### src/rtl/paddle_move_ctrl.sv
// paddle_move_ctrl
//   Turns one player's raw up/down push-buttons into debounced, rate-limited,
//   single-cycle step strobes for the paddle position stage. No strobe is ever
//   produced on a bounce, and up/down strobes are never produced together.
//
// Ports
//   pixelClock  in   clock, all logic on its rising edge
//   Reset       in   synchronous, active-high
//   btnUp       in   raw asynchronous up button
//   btnDown     in   raw asynchronous down button
//   upPaddle    out  one-cycle up-step strobe
//   downPaddle  out  one-cycle down-step strobe
//   upHeld      out  debounced, active-high up level
//   downHeld    out  debounced, active-high down level
//
// Build option
//   PADDLE_ACCEL_EN  when defined, after ACCEL_HOLD_STEPS strobes in one
//                    continuous hold the strobe period drops to
//                    ACCEL_STEP_CYCLES. Undefined: period is always STEP_CYCLES.
module paddle_move_ctrl #(
  parameter int DEBOUNCE_CYCLES   = 400000,
  parameter int STEP_CYCLES       = 100000,
  parameter int ACCEL_STEP_CYCLES = 40000,
  parameter int ACCEL_HOLD_STEPS  = 32,
  parameter bit BTN_ACTIVE_LOW    = 1'b1
) (
  input  logic pixelClock,
  input  logic Reset,
  input  logic btnUp,
  input  logic btnDown,
  output logic upPaddle,
  output logic downPaddle,
  output logic upHeld,
  output logic downHeld
);

  localparam int DB_W       = (DEBOUNCE_CYCLES > 1) ? $clog2(DEBOUNCE_CYCLES) : 1;
  localparam int PERIOD_MAX = (STEP_CYCLES > ACCEL_STEP_CYCLES) ? STEP_CYCLES : ACCEL_STEP_CYCLES;
  localparam int STEP_W     = (PERIOD_MAX > 1) ? $clog2(PERIOD_MAX) : 1;

  localparam logic [DB_W-1:0]   DB_LAST      = DB_W'(DEBOUNCE_CYCLES - 1);
  localparam logic [STEP_W-1:0] STEP_RELOAD  = STEP_W'(STEP_CYCLES - 1);
  localparam logic [STEP_W-1:0] ACCEL_RELOAD = STEP_W'(ACCEL_STEP_CYCLES - 1);

`ifdef PADDLE_ACCEL_EN
  localparam bit ACCEL_BUILT = 1'b1;
  localparam int HOLD_W      = (ACCEL_HOLD_STEPS > 0) ? $clog2(ACCEL_HOLD_STEPS + 1) : 1;
  localparam logic [HOLD_W-1:0] HOLD_MAX = HOLD_W'(ACCEL_HOLD_STEPS);
`else
  localparam bit ACCEL_BUILT = 1'b0;
`endif
  // The entry strobe is the first of the hold, so a threshold of one or less
  // means the very first reload is already the fast one.
  localparam bit ACCEL_ON_ENTRY = ACCEL_BUILT && (ACCEL_HOLD_STEPS <= 1);
  localparam logic [STEP_W-1:0] ENTRY_RELOAD = ACCEL_ON_ENTRY ? ACCEL_RELOAD : STEP_RELOAD;

  // Bit 0 = up, bit 1 = down.
  localparam logic [1:0] IDLE_RAW = {2{BTN_ACTIVE_LOW}};

  typedef enum logic [1:0] {
    ST_IDLE      = 2'd0,
    ST_MOVE_UP   = 2'd1,
    ST_MOVE_DOWN = 2'd2
  } state_t;

  logic [1:0]        r_sync_p0;
  logic [1:0]        r_sync_p1;
  logic [1:0]        w_synced;

  logic [DB_W-1:0]   r_up_db_cnt;
  logic [DB_W-1:0]   r_dn_db_cnt;
  logic              r_up_held;
  logic              r_dn_held;

  state_t            r_state;
  state_t            w_state_nxt;
  logic [STEP_W-1:0] r_step_cnt;
  logic [STEP_W-1:0] w_step_nxt;
  logic              r_up_paddle;
  logic              r_dn_paddle;
  logic              w_up_nxt;
  logic              w_dn_nxt;
  logic              w_dir_up;
  logic              w_dir_dn;
  logic              w_keep;
  logic              w_accel;

`ifdef PADDLE_ACCEL_EN
  logic [HOLD_W-1:0] r_hold_cnt;
  logic [HOLD_W-1:0] w_hold_nxt;
  logic [HOLD_W-1:0] w_hold_inc;
`endif

  // ---- stage p0/p1: two-flop synchronizer, parked at the released level in reset
  always_ff @(posedge pixelClock) begin
    if (Reset) begin
      r_sync_p0 <= IDLE_RAW;
      r_sync_p1 <= IDLE_RAW;
    end else begin
      r_sync_p0 <= {btnDown, btnUp};
      r_sync_p1 <= r_sync_p0;
    end
  end

  assign w_synced = r_sync_p1 ^ IDLE_RAW;

  // ---- debounce: accept a new level only after DEBOUNCE_CYCLES differing samples in a row
  always_ff @(posedge pixelClock) begin
    if (Reset) begin
      r_up_db_cnt <= '0;
      r_up_held   <= 1'b0;
    end else if (w_synced[0] == r_up_held) begin
      r_up_db_cnt <= '0;
    end else if (r_up_db_cnt == DB_LAST) begin
      r_up_held   <= w_synced[0];
      r_up_db_cnt <= '0;
    end else begin
      r_up_db_cnt <= r_up_db_cnt + DB_W'(1);
    end
  end

  always_ff @(posedge pixelClock) begin
    if (Reset) begin
      r_dn_db_cnt <= '0;
      r_dn_held   <= 1'b0;
    end else if (w_synced[1] == r_dn_held) begin
      r_dn_db_cnt <= '0;
    end else if (r_dn_db_cnt == DB_LAST) begin
      r_dn_held   <= w_synced[1];
      r_dn_db_cnt <= '0;
    end else begin
      r_dn_db_cnt <= r_dn_db_cnt + DB_W'(1);
    end
  end

  // ---- direction resolve and step FSM; both held resolves to no direction
  assign w_dir_up = r_up_held & ~r_dn_held;
  assign w_dir_dn = r_dn_held & ~r_up_held;
  assign w_keep   = ((r_state == ST_MOVE_UP)   && w_dir_up) ||
                    ((r_state == ST_MOVE_DOWN) && w_dir_dn);

`ifdef PADDLE_ACCEL_EN
  assign w_hold_inc = (r_hold_cnt == HOLD_MAX) ? r_hold_cnt : r_hold_cnt + HOLD_W'(1);
  // w_hold_inc counts step strobes after the entry strobe, so +1 is the
  // number of strobes issued in this hold including the one going out now.
  assign w_accel    = ((int'(w_hold_inc) + 1) >= ACCEL_HOLD_STEPS);
`else
  assign w_accel    = 1'b0;
`endif

  always_comb begin
    w_state_nxt = r_state;
    w_step_nxt  = r_step_cnt;
    w_up_nxt    = 1'b0;
    w_dn_nxt    = 1'b0;
`ifdef PADDLE_ACCEL_EN
    w_hold_nxt  = r_hold_cnt;
`endif
    case (r_state)
      ST_IDLE: begin
        w_step_nxt = '0;
`ifdef PADDLE_ACCEL_EN
        w_hold_nxt = '0;
`endif
        if (w_dir_up) begin
          w_state_nxt = ST_MOVE_UP;
          w_up_nxt    = 1'b1;
          w_step_nxt  = ENTRY_RELOAD;
        end else if (w_dir_dn) begin
          w_state_nxt = ST_MOVE_DOWN;
          w_dn_nxt    = 1'b1;
          w_step_nxt  = ENTRY_RELOAD;
        end
      end
      default: begin
        if (w_keep) begin
          if (r_step_cnt == '0) begin
            w_up_nxt   = (r_state == ST_MOVE_UP);
            w_dn_nxt   = (r_state == ST_MOVE_DOWN);
            w_step_nxt = w_accel ? ACCEL_RELOAD : STEP_RELOAD;
`ifdef PADDLE_ACCEL_EN
            w_hold_nxt = w_hold_inc;
`endif
          end else begin
            w_step_nxt = r_step_cnt - STEP_W'(1);
          end
        end else begin
          // Leaving a move never strobes, even if the period expired this cycle.
          w_state_nxt = ST_IDLE;
          w_step_nxt  = '0;
`ifdef PADDLE_ACCEL_EN
          w_hold_nxt  = '0;
`endif
        end
      end
    endcase
  end

  always_ff @(posedge pixelClock) begin
    if (Reset) begin
      r_state     <= ST_IDLE;
      r_step_cnt  <= '0;
      r_up_paddle <= 1'b0;
      r_dn_paddle <= 1'b0;
`ifdef PADDLE_ACCEL_EN
      r_hold_cnt  <= '0;
`endif
    end else begin
      r_state     <= w_state_nxt;
      r_step_cnt  <= w_step_nxt;
      r_up_paddle <= w_up_nxt;
      r_dn_paddle <= w_dn_nxt;
`ifdef PADDLE_ACCEL_EN
      r_hold_cnt  <= w_hold_nxt;
`endif
    end
  end

  assign upPaddle   = r_up_paddle;
  assign downPaddle = r_dn_paddle;
  assign upHeld     = r_up_held;
  assign downHeld   = r_dn_held;

endmodule

### config.mk
export PLATFORM = sky130hd
export DESIGN_NAME = paddle_move_ctrl
export DESIGN_NICKNAME = d
export VERILOG_FILES = /design/src/rtl/paddle_move_ctrl.sv
export SDC_FILE = /design/constraint.sdc
export NUM_CORES = 1
export LEC_CHECK = 0
export ABC_AREA = 1
export BUFFER_PORTS_ARGS = -buffer_cell sky130_fd_sc_hd__buf_2
export CAP_MARGIN = 30
export CORE_AREA = 4 4 71 90
export DETAILED_ROUTE_END_ITERATION = 10
export DIE_AREA = 0 0 75 94
export GPL_ROUTABILITY_DRIVEN = 0
export PLACE_DENSITY = 0.81
export SLEW_MARGIN = 20
export SYNTH_ARGS = -nofsm -noshare
export SYNTH_HDL_FRONTEND = slang
export SYNTH_SLANG_ARGS = --single-unit
### constraint.sdc
create_clock -name pixelClock -period 3.16 [get_ports pixelClock]
set_clock_uncertainty 0.2 [all_clocks]
set_input_delay 0.316 -clock pixelClock [delete_from_list [all_inputs] [get_ports pixelClock]]
set_output_delay 0.316 -clock pixelClock [all_outputs]
set_load 0.01 [all_outputs]
==> qor.yml, run 1 <==
run_status: "finished clean"
type_of_origin_of_the_critical_path: "flip-flop"
synthDominantCellAreaShare: 0.401
most_common_cell_after_layout_fill_and_taps_aside: "sky130_fd_sc_hd__nand2_1"
layout-drive-gt1-share: 0.127
h-tree-depth: 3
peak_fanout_along_the_critical_path: 10
cp.arrival_ps: 1810
finalHoldViolations: 0
portBuffers: 7
layout.filler_cells: 498
setup_repair_after_global_routing_missed_its_margin: "no"
power_density_nw_per_um2: 455
hold-path-cell-count: 2
r2r.worst_path.cells: 8
grt.total_usage: 0.207
fmaxAchievable_ghz: 0.557
grt_pass1_vias: 2764
antenna_violations_before_repair: 0
actual_transition_at_the_worst_max_transition_pin_ps: 451
via_per_inst: 5.22
post_synth.cell_area_avg_sq_um: 6.99
r2r_start: "downHeld$_SDFFE_PP0P_"
setup_viol_count_final: 0
yosysWarningCount: 0
fin_total_pwr_mw: 1.63
vdd_ir_drop_max_mv: 0.280
power.leakage_nw: 1.37
maxCapViolCount: 0
worstHoldStart: "Reset"
setup_total_negative_slack_ps: 0
hold_path_end: "r_sync_p0[0]$_SDFF_PP1_"
clock-sinks: 65
drt-pass1-iter-count: 4
slew_headroom: 0.697
ys_ff_latch: 65
rr_endpoint: "r_step_cnt[8]$_SDFF_PP0_"
synth_cells: 465
detailedPlacementHpwl_um: 4870
detail_route.wirelength_um: 6530
worst-setup-path-type: "reg2reg"
synthTopCellsByArea: "sky130_fd_sc_hd__dfxtp_1, sky130_fd_sc_hd__nand2_1, sky130_fd_sc_hd__nor2_1, sky130_fd_sc_hd__inv_1, sky130_fd_sc_hd__nor2_2"
design.die.area_sq_um: 7050
synthesis.area_sq_um: 3250
detail_route.iter0.violations: 149
kind_of_path_behind_the_tightest_hold_check: "in2reg"
first_pass_grt_wire_length_um: 11400
worst_setup_hold_path_clk_slew_ps: 70
cts-root-buf: "sky130_fd_sc_hd__clkbuf_8"
end_kind: "flip-flop"
timing.final.max_slew_violations: 0
critPathRequiredTime_ps: 3180
floorplan.rows: 31
post_cts.repair.setup_buffers: 0
wire_per_inst_um: 11.8
drt.antenna.violating_nets: 0
cts_buffers: 9
timing.reg2reg.setup_slack_ps: 1370
mostFrequentLayoutCells: "sky130_fd_sc_hd__nand2_1, sky130_fd_sc_hd__nor2_1, sky130_fd_sc_hd__dfxtp_1"
cts_tree: "done"
antenna_cells: 0
ys_types: 27
design.final.nets: 491
post_cts.resized_instances: 0
dieHeight_um: 94
portion_of_the_post_synthesis_area_used_by_sequential_elements: 0.401
synth_area_leader_cell: "sky130_fd_sc_hd__dfxtp_1"
layout_worst_path_cycle_share: 0.568
layout_min_cycle_time_ps: 1790
design.core.area_sq_um: 5620
clockBufferDepth: 2
io_pins: 8
synth.net_count: 474
grt_max_degree: 20
die_w_um: 75
worstSkewPairLatency_ps: 330
start_util: 0.578
overflow: 0
route.vias.total: 2887
syn_to_final_growth_pct: 10.1
drcViolationCount: 0
==> critical path, cell delays in order, from the launching register on <==
cell and delay [ps]:
sky130_fd_sc_hd__dfxtp_1 350, sky130_fd_sc_hd__inv_1 90, sky130_fd_sc_hd__ha_1 220, sky130_fd_sc_hd__nand2_1 80, sky130_fd_sc_hd__a21oi_1 60, sky130_fd_sc_hd__nand2_1 80
sky130_fd_sc_hd__clkinv_1 230, sky130_fd_sc_hd__nand2_1 290, sky130_fd_sc_hd__nor2_1 80
==> where the power goes <==
part	leakage (nW)	switching (mW)	internal (mW)	total [mW]
Sequential	0.524	0.00197	0.822	0.824
Clock	0.115	0.302	0.484	0.786
Combinational	0.733	0.00982	0.00640	0.0162
==> registers in the layout, summed over array words and instances, names as in the netlist <==
signal / flops
r_up_db_cnt: 19
upHeld: 1
r_sync_p1: 2
r_dn_db_cnt: 19
downHeld: 1
upPaddle: 1
r_sync_p0: 2
r_state: 2
downPaddle: 1
r_step_cnt: 17
==> Yosys cell counts, drive strengths merged <==
master and n:
xnor2 8, nand4 9, o21bai 1, or2 8, nand3b 4, clkinv 1, nand3 24, inv 39
xor2 14, o21ai 12, a21oi 27, clkbuf 1, o22ai 1, nand2 135, dfxtp 65, buf 2
and2 1, nor3 3, ha 5, nor2 105
==> through the flow <==
step | util | cell area [sq um] | setup slack, ps | instances | hold slack [ps]
floorplan | - | 3250 | 1540 | 465 | 189
global placement | 0.592 | 3330 | 1450 | 535 | 192
finish | 0.636 | 3580 | 1370 | 553 | 34.0
global route | 0.636 | 3580 | 1190 | 553 | 40.2
detailed placement | 0.592 | 3330 | 1370 | 535 | 206
CTS | 0.636 | 3580 | 1360 | 553 | 20.0
==> repair_timing <==
item                       CTS  global route
hold endpoints to repair     2             0
hold buffers                 2             0
setup endpoints to repair    0             0
==> layout make-up <==
type / instances / area (sq um) / share of cell area
Clock inverter: 5 / 77.6 / 0.0217
Multi-Input combinational cell: 357 / 1760 / 0.492
Tap cell: 66 / 82.6 / 0.0231
Timing Repair Buffer: 9 / 55.1 / 0.0154
Clock buffer: 11 / 151 / 0.0423
Inverter: 40 / 150 / 0.0420
Sequential cell: 65 / 1300 / 0.364
==> cell families after synthesis <==
family,after synthesis,share of synthesized area
DFF,65,0.401
buffers and inverters,43,0.0582
xor gates and xnor gates,22,0.0593
adders and majority gates,5,0.0193
AOI/OAI and AO/OA,41,0.0643
and+or+nand+nor,289,0.398
==> worst max path at each step <==
stage / startpoint / end / slack [ps] / depth (start not counted)
floorplan: r_up_db_cnt[0]$_SDFF_PP0_ / r_up_db_cnt[10]$_SDFF_PP0_ / 1540 / 7
global placement: upHeld$_SDFFE_PP0P_ / r_step_cnt[6]$_SDFF_PP0_ / 1450 / 8
detailed placement: r_up_db_cnt[0]$_SDFF_PP0_ / r_up_db_cnt[10]$_SDFF_PP0_ / 1370 / 7
CTS: downHeld$_SDFFE_PP0P_ / r_step_cnt[8]$_SDFF_PP0_ / 1360 / 8
global route: r_up_db_cnt[0]$_SDFF_PP0_ / r_up_db_cnt[10]$_SDFF_PP0_ / 1190 / 7
finish: downHeld$_SDFFE_PP0P_ / r_step_cnt[8]$_SDFF_PP0_ / 1370 / 8
==> routing by layer <==
metal,routed length (um),global-route usage,vias up
met5,0,0,-
met4,166,0.107,0
met3,175,0.0450,17
met2,3590,0.371,45
met1,2590,0.218,1327
li1,-,-,1498
Power figures use the tool's default switching activity.
==> run 2, diff against run 1 <==
Settings changed: CORE_AREA 4 4 71 90 to 4 4 74 93, DIE_AREA 0 0 75 94 to 0 0 78 97, PLACE_DENSITY 0.81 to 0.79.
Clock period 3.16 ns to 1.65 ns, I/O delays scaled along.
==> run 2 against run 1 <==
- count of clock-buffer cells in the layout grew 1
- utilization grew 0.66 points
- first-iteration DRC count grew 36%
- cell count grew 7.4%
- clock power grew 78%
- worst hold slack gained 4.6 ps
- global-route usage shrank 2.8 points
- die area grew 7.3%
- via count grew 3.9%
- critical path type unchanged
==> qor.yml, run 2 (synthesis gave the netlist of run 1 again) <==
grt_pass1_vias: 2704
power.leakage_nw: 1.49
finalHoldViolations: 0
syn_to_final_growth_pct: 19.6
detail_route.iter0.violations: 203
start_util: 0.537
layout_worst_path_cycle_share: 0.960
cpMostUsedCell: "sky130_fd_sc_hd__nand2_1"
antenna_violations_before_repair: 0
multi_input_comb_area_sq_um: 1900
most_common_cell_after_layout_fill_and_taps_aside: "sky130_fd_sc_hd__nand2_1"
critPathRequiredTime_ps: 1730
hold-worst-slack_ps: 38.6
maxCapViolCount: 0
cts-root-buf: "sky130_fd_sc_hd__clkbuf_8"
cts_tree: "done"
cp.arrival_ps: 1660
r2r_start: "r_step_cnt[1]$_SDFF_PP0_"
drt-pass1-iter-count: 4
worstHoldStart: "Reset"
cts_buffers: 9
wire_per_inst_um: 11.6
h-tree-depth: 3
drt.antenna.violating_nets: 0
critical_path.top_delay_family: "simple AND/OR/NAND/NOR gates"
layout.filler_cells: 504
path_buf_inv: 2
floorplan.rows: 32
seqCellArea_sq_um: 1310
worstPathCellList: "inv_1 > ha_4 > nand2_2 > nor2_4 > nand3_2 > buf_6 > nand3_1 > nand2_1 > nand2_1"
grt.total_usage: 0.179
detail_route.wirelength_um: 6900
placement.setup.worst_slack_ps: -5.11
kind_of_path_behind_the_tightest_hold_check: "in2reg"
reg_top3: "r_dn_db_cnt (19), r_up_db_cnt (19), r_step_cnt (17)"
io_pins: 8
run_status: "finished clean"
worst_path_max_delay_cell: "sky130_fd_sc_hd__dfxtp_1"
fmaxAchievable_ghz: 0.632
numPlacedInstances: 570
clock-sinks: 65
layout-drive-gt1-share: 0.208
design.final.nets: 513
critPathMaxStageDelay_ps: 330
layout.core_utilization: 0.642
via_per_inst: 5.05
type_of_origin_of_the_critical_path: "flip-flop"
first_pass_grt_wire_length_um: 11100
power_density_nw_per_um2: 778
die_w_um: 78
dieHeight_um: 97
antenna_cells: 0
mostFrequentLayoutCells: "sky130_fd_sc_hd__nand2_1, sky130_fd_sc_hd__nor2_1, sky130_fd_sc_hd__dfxtp_1"
slew_headroom: 0.732
worst_setup_hold_path_clk_slew_ps: 70
end_kind: "flip-flop"
route.vias.total: 3001
fin_total_pwr_mw: 3.02
finalWorstSetupSlack_ps: 66.6
layout_min_cycle_time_ps: 1580
detailedPlacementHpwl_um: 4780
overflow: 0
grt_max_degree: 20
portBuffers: 7
drcViolationCount: 0
critical_path.startpoint: "r_step_cnt[1]$_SDFF_PP0_"
setup_viol_count_final: 0
clockBufferDepth: 2
peak_fanout_along_the_critical_path: 7
design.core.area_sq_um: 6050
timing.final.max_slew_violations: 0
post_layout_nonfiller_instances: 594
worst-setup-path-type: "reg2reg"
vdd_ir_drop_max_mv: 0.614
worstSkewPairLatency_ps: 350
actual_transition_at_the_worst_max_transition_pin_ps: 403
design.die.area_sq_um: 7570
==> run 2: repair_timing <==
action / 4_1_cts / 5_1_grt
endpoints found under the hold margin: 4 / 0
gates resized for setup: 1 / 35
hold buffers: 5 / 0
setup buffers: 0 / 1
setup endpoints to repair: 3 / 50
pin swaps: 1 / 5
cloned: 0 / 2
==> run 2: power by group <==
group          switching (mW)  total, mW  internal (mW)
registers             0.00336       1.58           1.57
logic                  0.0251     0.0467         0.0216
clock network           0.618       1.40          0.780
==> run 2: path summary, 6_finish.rpt <==
path | endpoint | cells past startpoint | slack (ps)
max | r_step_cnt[15]$_SDFF_PP0_ | 9 | 70
max reg2reg | r_step_cnt[15]$_SDFF_PP0_ | 9 | 70
min reg2reg | r_sync_p1[0]$_SDFF_PP1_ | 1 | 210
min | upHeld$_SDFFE_PP0P_ | 4 | 40
==> run 2: per-stage QoR <==
step | area [sq um] | setup TNS (ps)
CTS | 3730 | 0
floorplan | 3250 | 0
finish | 3880 | 0
detailed placement | 3470 | -5.11
global route | 3880 | -88.3
global placement | 3470 | 0
==> run 2: final cells by class <==
class / count / share of cell area
clock buffers: 12 / 0.0399
clock inverters: 4 / 0.0132
inverters: 40 / 0.0387
multi-input cells: 359 / 0.488
flip-flops and latches: 65 / 0.337
well taps: 85 / 0.0274
repair buffers: 29 / 0.0557
==> run 2: worst min-delay path, cell delays in order <==
cell and delay, ps:
sky130_fd_sc_hd__buf_2 130, sky130_fd_sc_hd__inv_1 130, sky130_fd_sc_hd__nand2_1 90, sky130_fd_sc_hd__nor2_1 30
==> run 2: layer usage <==
layer / wire length (um) / global-route usage
met1: 2920 / 0.202
met2: 3580 / 0.314
met3: 232 / 0.0447
met4: 167 / 0.0808
met5: 0 / 0
